File: config.mk
export PLATFORM = sky130hd
export DESIGN_NAME = rd_sync_filter_flat
export DESIGN_NICKNAME = d
export VERILOG_FILES = /design/src/rtl/rd_sync_pkg.sv /design/src/rtl/rd_sync_filter_if.sv /design/src/rtl/rd_sync_chain.sv /design/src/rtl/rd_sync_filter.sv /design/src/flat_wrapper.sv
export SDC_FILE = /design/constraint.sdc
export NUM_CORES = 1
export LEC_CHECK = 0
export BUFFER_PORTS_ARGS = -buffer_cell sky130_fd_sc_hd__buf_2
export CAP_MARGIN = 20
export CELL_PAD_IN_SITES_DETAIL_PLACEMENT = 0
export CELL_PAD_IN_SITES_GLOBAL_PLACEMENT = 1
export CORE_MARGIN = 4
export CORE_UTILIZATION = 47
export DETAILED_ROUTE_END_ITERATION = 6
export PLACE_DENSITY_LB_ADDON = 0.3
export SLEW_MARGIN = 20
export SYNTH_ARGS = -nofsm -noshare
export SYNTH_HDL_FRONTEND = slang
export SYNTH_SLANG_ARGS = --single-unit
File: constraint.sdc
create_clock -name CLK -period 1.6 [get_ports CLK]
set_input_delay 0.16 -clock CLK [delete_from_list [all_inputs] [get_ports CLK]]
set_output_delay 0.16 -clock CLK [all_outputs]
set_load 0.005 [all_outputs]
File: src/rtl/rd_sync_pkg.sv
// Shared definitions for the multi-channel readout synchronizer/filter.
package rd_sync_pkg;

  typedef enum logic {
    ST_STABLE = 1'b0,
    ST_QUAL   = 1'b1
  } filt_state_e;

  localparam int RD_SYNC_STAGES_DEF = 3;
  localparam int RD_FILTER_LEN_DEF  = 4;

  // Qualification counter must hold values up to FILTER_LEN.
  function automatic int filt_cnt_width(input int filter_len);
    return $clog2(filter_len + 1);
  endfunction

endpackage

File: src/rtl/rd_sync_filter_if.sv
// Bus bundle for rd_sync_filter; CNT_CLR/EVCNT exist only with RD_SYNC_EVCNT_EN.
interface rd_sync_filter_if #(
  parameter int NCH = 8
`ifdef RD_SYNC_EVCNT_EN
  , parameter int CNT_WIDTH = 16
`endif
);

  logic [NCH-1:0] ASYNC_IN;
  logic [NCH-1:0] SYNC_OUT;
  logic [NCH-1:0] RISE;
  logic [NCH-1:0] FALL;

`ifdef RD_SYNC_EVCNT_EN
  logic                     CNT_CLR;
  logic [NCH*CNT_WIDTH-1:0] EVCNT;

  modport master (
    output ASYNC_IN,
    output CNT_CLR,
    input  SYNC_OUT,
    input  RISE,
    input  FALL,
    input  EVCNT
  );

  modport slave (
    input  ASYNC_IN,
    input  CNT_CLR,
    output SYNC_OUT,
    output RISE,
    output FALL,
    output EVCNT
  );
`else
  modport master (
    output ASYNC_IN,
    input  SYNC_OUT,
    input  RISE,
    input  FALL
  );

  modport slave (
    input  ASYNC_IN,
    output SYNC_OUT,
    output RISE,
    output FALL
  );
`endif

endinterface

File: src/rtl/rd_sync_chain.sv
// Single-bit metastability synchronizer: STAGES flops kept together as an
// ASYNC_REG group and never mapped into shift-register primitives.
module rd_sync_chain #(
  parameter int   STAGES    = 3,
  parameter logic RESET_BIT = 1'b0
) (
  input  logic CLK,
  input  logic RSTN,
  input  logic d_i,
  output logic q_o
);

  (* ASYNC_REG = "TRUE", SHREG_EXTRACT = "NO" *)
  logic [STAGES-1:0] sync_q;

  always_ff @(posedge CLK or negedge RSTN) begin
    if (!RSTN) begin
      sync_q <= {STAGES{RESET_BIT}};
    end else begin
      sync_q <= {sync_q[STAGES-2:0], d_i};
    end
  end

  assign q_o = sync_q[STAGES-1];

endmodule

File: src/rtl/rd_sync_filter.sv
// NCH-channel synchronizer with per-channel stability filter and rise/fall
// strobes. Optional per-channel rise counters under macro RD_SYNC_EVCNT_EN.
module rd_sync_filter
  import rd_sync_pkg::*;
#(
  parameter int             NCH         = 8,
  parameter int             SYNC_STAGES = RD_SYNC_STAGES_DEF,
  parameter int             FILTER_LEN  = RD_FILTER_LEN_DEF,
  parameter logic [NCH-1:0] RESET_VAL   = '0
`ifdef RD_SYNC_EVCNT_EN
  , parameter int           CNT_WIDTH   = 16
`endif
) (
  input  logic           CLK,
  input  logic           RSTN,
  rd_sync_filter_if.slave bus
);

  localparam int CW = filt_cnt_width(FILTER_LEN);

  logic [NCH-1:0] sync_s;
  logic [NCH-1:0] out_vec;
  logic [NCH-1:0] rise_vec;
  logic [NCH-1:0] fall_vec;

  genvar gi;
  generate
    for (gi = 0; gi < NCH; gi++) begin : g_ch
      filt_state_e   state_q;
      logic [CW-1:0] cnt_q;
      logic          out_q;
      logic          rise_q;
      logic          fall_q;

      rd_sync_chain #(
        .STAGES    (SYNC_STAGES),
        .RESET_BIT (RESET_VAL[gi])
      ) u_chain (
        .CLK  (CLK),
        .RSTN (RSTN),
        .d_i  (bus.ASYNC_IN[gi]),
        .q_o  (sync_s[gi])
      );

      // Strobes are registered alongside out_q so they line up with the new level.
      always_ff @(posedge CLK or negedge RSTN) begin
        if (!RSTN) begin
          state_q <= ST_STABLE;
          cnt_q   <= '0;
          out_q   <= RESET_VAL[gi];
          rise_q  <= 1'b0;
          fall_q  <= 1'b0;
        end else begin
          rise_q <= 1'b0;
          fall_q <= 1'b0;
          case (state_q)
            ST_STABLE: begin
              if (sync_s[gi] != out_q) begin
                if (FILTER_LEN == 1) begin
                  out_q  <= sync_s[gi];
                  rise_q <= sync_s[gi];
                  fall_q <= ~sync_s[gi];
                end else begin
                  state_q <= ST_QUAL;
                  cnt_q   <= CW'(1);
                end
              end
            end
            ST_QUAL: begin
              if (sync_s[gi] == out_q) begin
                state_q <= ST_STABLE;
                cnt_q   <= '0;
              end else if (cnt_q == CW'(FILTER_LEN - 1)) begin
                out_q   <= sync_s[gi];
                rise_q  <= sync_s[gi];
                fall_q  <= ~sync_s[gi];
                state_q <= ST_STABLE;
                cnt_q   <= '0;
              end else begin
                cnt_q <= cnt_q + 1'b1;
              end
            end
            default: begin
              state_q <= ST_STABLE;
              cnt_q   <= '0;
            end
          endcase
        end
      end

      assign out_vec[gi]  = out_q;
      assign rise_vec[gi] = rise_q;
      assign fall_vec[gi] = fall_q;

`ifdef RD_SYNC_EVCNT_EN
      logic [CNT_WIDTH-1:0] evcnt_q;

      // Clear wins over a coincident strobe; saturate rather than wrap.
      always_ff @(posedge CLK or negedge RSTN) begin
        if (!RSTN) begin
          evcnt_q <= '0;
        end else if (bus.CNT_CLR) begin
          evcnt_q <= '0;
        end else if (rise_q && !(&evcnt_q)) begin
          evcnt_q <= evcnt_q + 1'b1;
        end
      end

      assign bus.EVCNT[gi*CNT_WIDTH +: CNT_WIDTH] = evcnt_q;
`endif
    end
  endgenerate

  assign bus.SYNC_OUT = out_vec;
  assign bus.RISE     = rise_vec;
  assign bus.FALL     = fall_vec;

endmodule

File: src/flat_wrapper.sv
// flat-port wrapper written by rule: the top's interface ports become plain ports
module rd_sync_filter_flat import rd_sync_pkg::*;
#(
  parameter int             NCH         = 8,
  parameter int             SYNC_STAGES = RD_SYNC_STAGES_DEF,
  parameter int             FILTER_LEN  = RD_FILTER_LEN_DEF,
  parameter logic [NCH-1:0] RESET_VAL   = '0

)
  (CLK, RSTN, bus_ASYNC_IN, bus_SYNC_OUT, bus_RISE, bus_FALL);
  rd_sync_filter_if #(.NCH(NCH)) bus_i ();
  input  logic CLK;
  input  logic RSTN;
  input wire logic [$bits(bus_i.ASYNC_IN)-1:0] bus_ASYNC_IN;
  output wire logic [$bits(bus_i.SYNC_OUT)-1:0] bus_SYNC_OUT;
  output wire logic [$bits(bus_i.RISE)-1:0] bus_RISE;
  output wire logic [$bits(bus_i.FALL)-1:0] bus_FALL;
  assign bus_i.ASYNC_IN = bus_ASYNC_IN;
  assign bus_SYNC_OUT = bus_i.SYNC_OUT;
  assign bus_RISE = bus_i.RISE;
  assign bus_FALL = bus_i.FALL;
  rd_sync_filter #(.NCH(NCH), .SYNC_STAGES(SYNC_STAGES), .FILTER_LEN(FILTER_LEN), .RESET_VAL(RESET_VAL)) u_core (.CLK(CLK), .RSTN(RSTN), .bus(bus_i));
endmodule
==> flow_summary.yaml <==
sta:
  rsz0062_at_grt: "no"
  finalSetupTns_ns: 0
  maxSlewViolCount: 0
  final_hold_viol_count: 0
  period_share_pct: 84.6
  skew_ns: 0.00561
  final-setup-viol-count: 0
  period_needed_ns: 1.35
  worstMarginPinSlew_ns: 0.511
  max_freq_mhz: 739
  maxSlewHeadroom_pct: 66.0
pwr:
  p_total_mw: 5.66
  pwr_density_cell_mw_per_mm2: 1590
  leakagePower_nw: 1.65
  vdd_drop_max_uv: 652
setup_path:
  start_kind: "flop"
  cp_max_fo: 4
  slowest_stage: "dfrtp_1"
  path_class: "flop to flop"
  ff2ff_setup_slack_ns: 0.25
  slowest_delay_ns: 0.38
  end_kind: "flop"
  crit_chain: "ha_1 -> nor2b_1 -> nand2_1 -> mux2_1"
  rr_startpoint: "u_core.g_ch[7].cnt_q[0]"
  required_ns: 1.83
  crit_arrival_ns: 1.58
  reg2reg_depth: 4
  worstReg2RegEnd: "u_core.g_ch[7].out_q"
global_routing:
  use_met3_pct: 3.28
  grt_use_met1_pct: 17.0
  grt_pass1_wl_um: 7410
  grt_start_max_net_pins: 39
  grt.total_usage_pct: 12.4
  antenna_found_initial: 0
  busiest_layer: "met2"
  grt-ovfl-total: 0
  grt_pass1_vias: 1650
  met2_usage_pct: 17.1
cts:
  path_clk_slew_ns: 0.08
  clkSinkCount: 80
  cts_max_level: 3
  cts_buffers: 9
  clock_path_buffers: 2
  clock_latency_ns: 0.34
  cts_root_buffer: "clkbuf_8"
  cts_tree: "built"
die:
  core-area_mm2: 0.00642
  die_height_um: 89.7
  die_width_um: 89.7
  row_count: 29
  initial_utilization_pct: 48.8
  ios: 34
  die-area_mm2: 0.00805
routing:
  via_count: 1687
  drtPass1Iterations: 4
  avgViaCountPerCell: 4.83
  drtIter0Drc: 67
  routed_wl_um: 4360
  drtAntennaViolNets: 0
  wl_per_cell_um: 12.5
  drc_errors: 0
synth:
  syn_avg_cell_area_um2: 13.3
  syn_nets: 254
  yosys_warnings: 0
  ys_types: 25
  yosysSeqAreaShare_pct: 63.8
  ys_seq_elements: 80
  synth_area_mm2: 0.00314
  synthCells: 236
status:
  status: "complete, no violations"
layout:
  final_nets: 285
  antenna_cells: 0
  finalNonFillerCells: 349
  layout_commonest_cell: "dfrtp_1"
  syn2layout_area_growth_pct: 13.2
  drive_gt1_share_pct: 19.9
  final_area_mm2: 0.00355
  layout_common_cells: "dfrtp_1 (80), buf_2 (32), nor3b_1 (17)"
job:
  maxCapViolations: 0
min_path:
  hp-class: "primary input to asynchronous set/reset pin"
placement:
  port_buffers: 33
  dp.cells: 324
  dpl_cell_area_mm2: 0.00326
  hpwlAfterDp_um: 2820
  place_congestion: 0.734
cell usage after synthesis, drive strengths merged:
cell	n	share of area, %
dfrtp	80	64
buf	24	5.7
nor3b	17	4.1
o21ai	17	2.7
nand2	13	1.6
o21a	11	2.6
ha	8	3.2
mux2	8	2.9
nand2b	8	1.6
nor2b	8	1.6
nand4b	7	2.0
nor2	7	0.84
xor2	7	2.9
and2	6	1.2
a21oi	3	0.48
a22o	2	0.56
and3b	2	0.56
nand3	2	0.32
nand3b	2	0.48
xnor2	2	0.56
inv	1	0.12
o22ai	1	0.20
cell families (layout without fill, tap and decap cells):
kind of cell               count (synthesis)  in the layout  synth area share (%)
DFF                                       80             80                  63.8
and+or+nand+nor                           72             72                  14.2
AOI/OAI and AO/OA                         34             34                  6.58
buffers and inverters                     25             61                  5.86
xor gates and xnor gates                   9              9                  3.47
adders and majority gates                  8              8                  3.19
muxes                                      8              8                  2.87
sequential cells by signal (all words and copies together), names as in the netlist:
register	flops
u_core.g_ch.cnt_q	24
u_core.g_ch.fall_q	8
u_core.g_ch.out_q	8
u_core.g_ch.rise_q	8
u_core.g_ch.state_q	8
u_core.g_ch.u_chain.sync_q	24
cell type report:
| cell class | count | area, µm² |
|---|---|---|
| Multi-Input combinational cell | 131 | 951 |
| Clock buffer | 13 | 159 |
| Inverter | 1 | 3.75 |
| Tap cell | 77 | 96.3 |
| Sequential cell | 80 | 2000 |
| Fill cell | 548 | 2870 |
| Timing Repair Buffer | 44 | 298 |
| Clock inverter | 3 | 40.0 |
metal layers:
metal  part of all wire, %  vias to the layer above
li1                      -                      840
met1                    51                      807
met2                    42                       32
met3                   4.2                        8
met4                   2.1                        0
met5                     0                        -
report_power, final:
| part | total [mW] | leakage [nW] | switching (mW) | internal (mW) |
|---|---|---|---|---|
| logic | 1.29 | 0.549 | 0.599 | 0.695 |
| registers | 2.89 | 1.00 | 0.437 | 2.45 |
| clock network | 1.48 | 0.103 | 0.673 | 0.803 |
worst max-delay path, delay by kind of cell (launching register included):
kind / cells / cell delay (ns)
DFF: 1 / 0.38
and+or+nand+nor: 2 / 0.38
muxes: 1 / 0.32
adders and majority gates: 1 / 0.16
through the flow:
step                setup WS [ns]  hold slack, ns  util (%)
finish                      0.247           0.325      55.3
global route                0.126           0.363      55.3
CTS                         0.247           0.342      55.3
detailed placement          0.255           0.174      50.8
global placement            0.263           0.174      50.8
floorplan                   0.352          -0.136         -
worst max-delay path by stage:
stage	cells past startpoint	startpoint	slack, ns	endpoint
after global placement	4	u_core.g_ch[7].cnt_q[0]	0.26	u_core.g_ch[7].out_q
after global routing	4	u_core.g_ch[7].cnt_q[0]	0.13	u_core.g_ch[7].out_q
after detailed placement	4	u_core.g_ch[7].cnt_q[0]	0.26	u_core.g_ch[7].out_q
final	4	u_core.g_ch[7].cnt_q[0]	0.25	u_core.g_ch[7].out_q
after floorplan	4	u_core.g_ch[7].cnt_q[0]	0.35	u_core.g_ch[7].out_q
after CTS	4	u_core.g_ch[7].cnt_q[0]	0.25	u_core.g_ch[7].out_q
timing repair:
item                                   in CTS  in global routing
setup buffers                               0                  0
hold buffers                                9                  0
resized for setup                           0                  0
endpoints found under the hold margin      44                  0
Note: power is estimated with default switching activity, not from simulation.
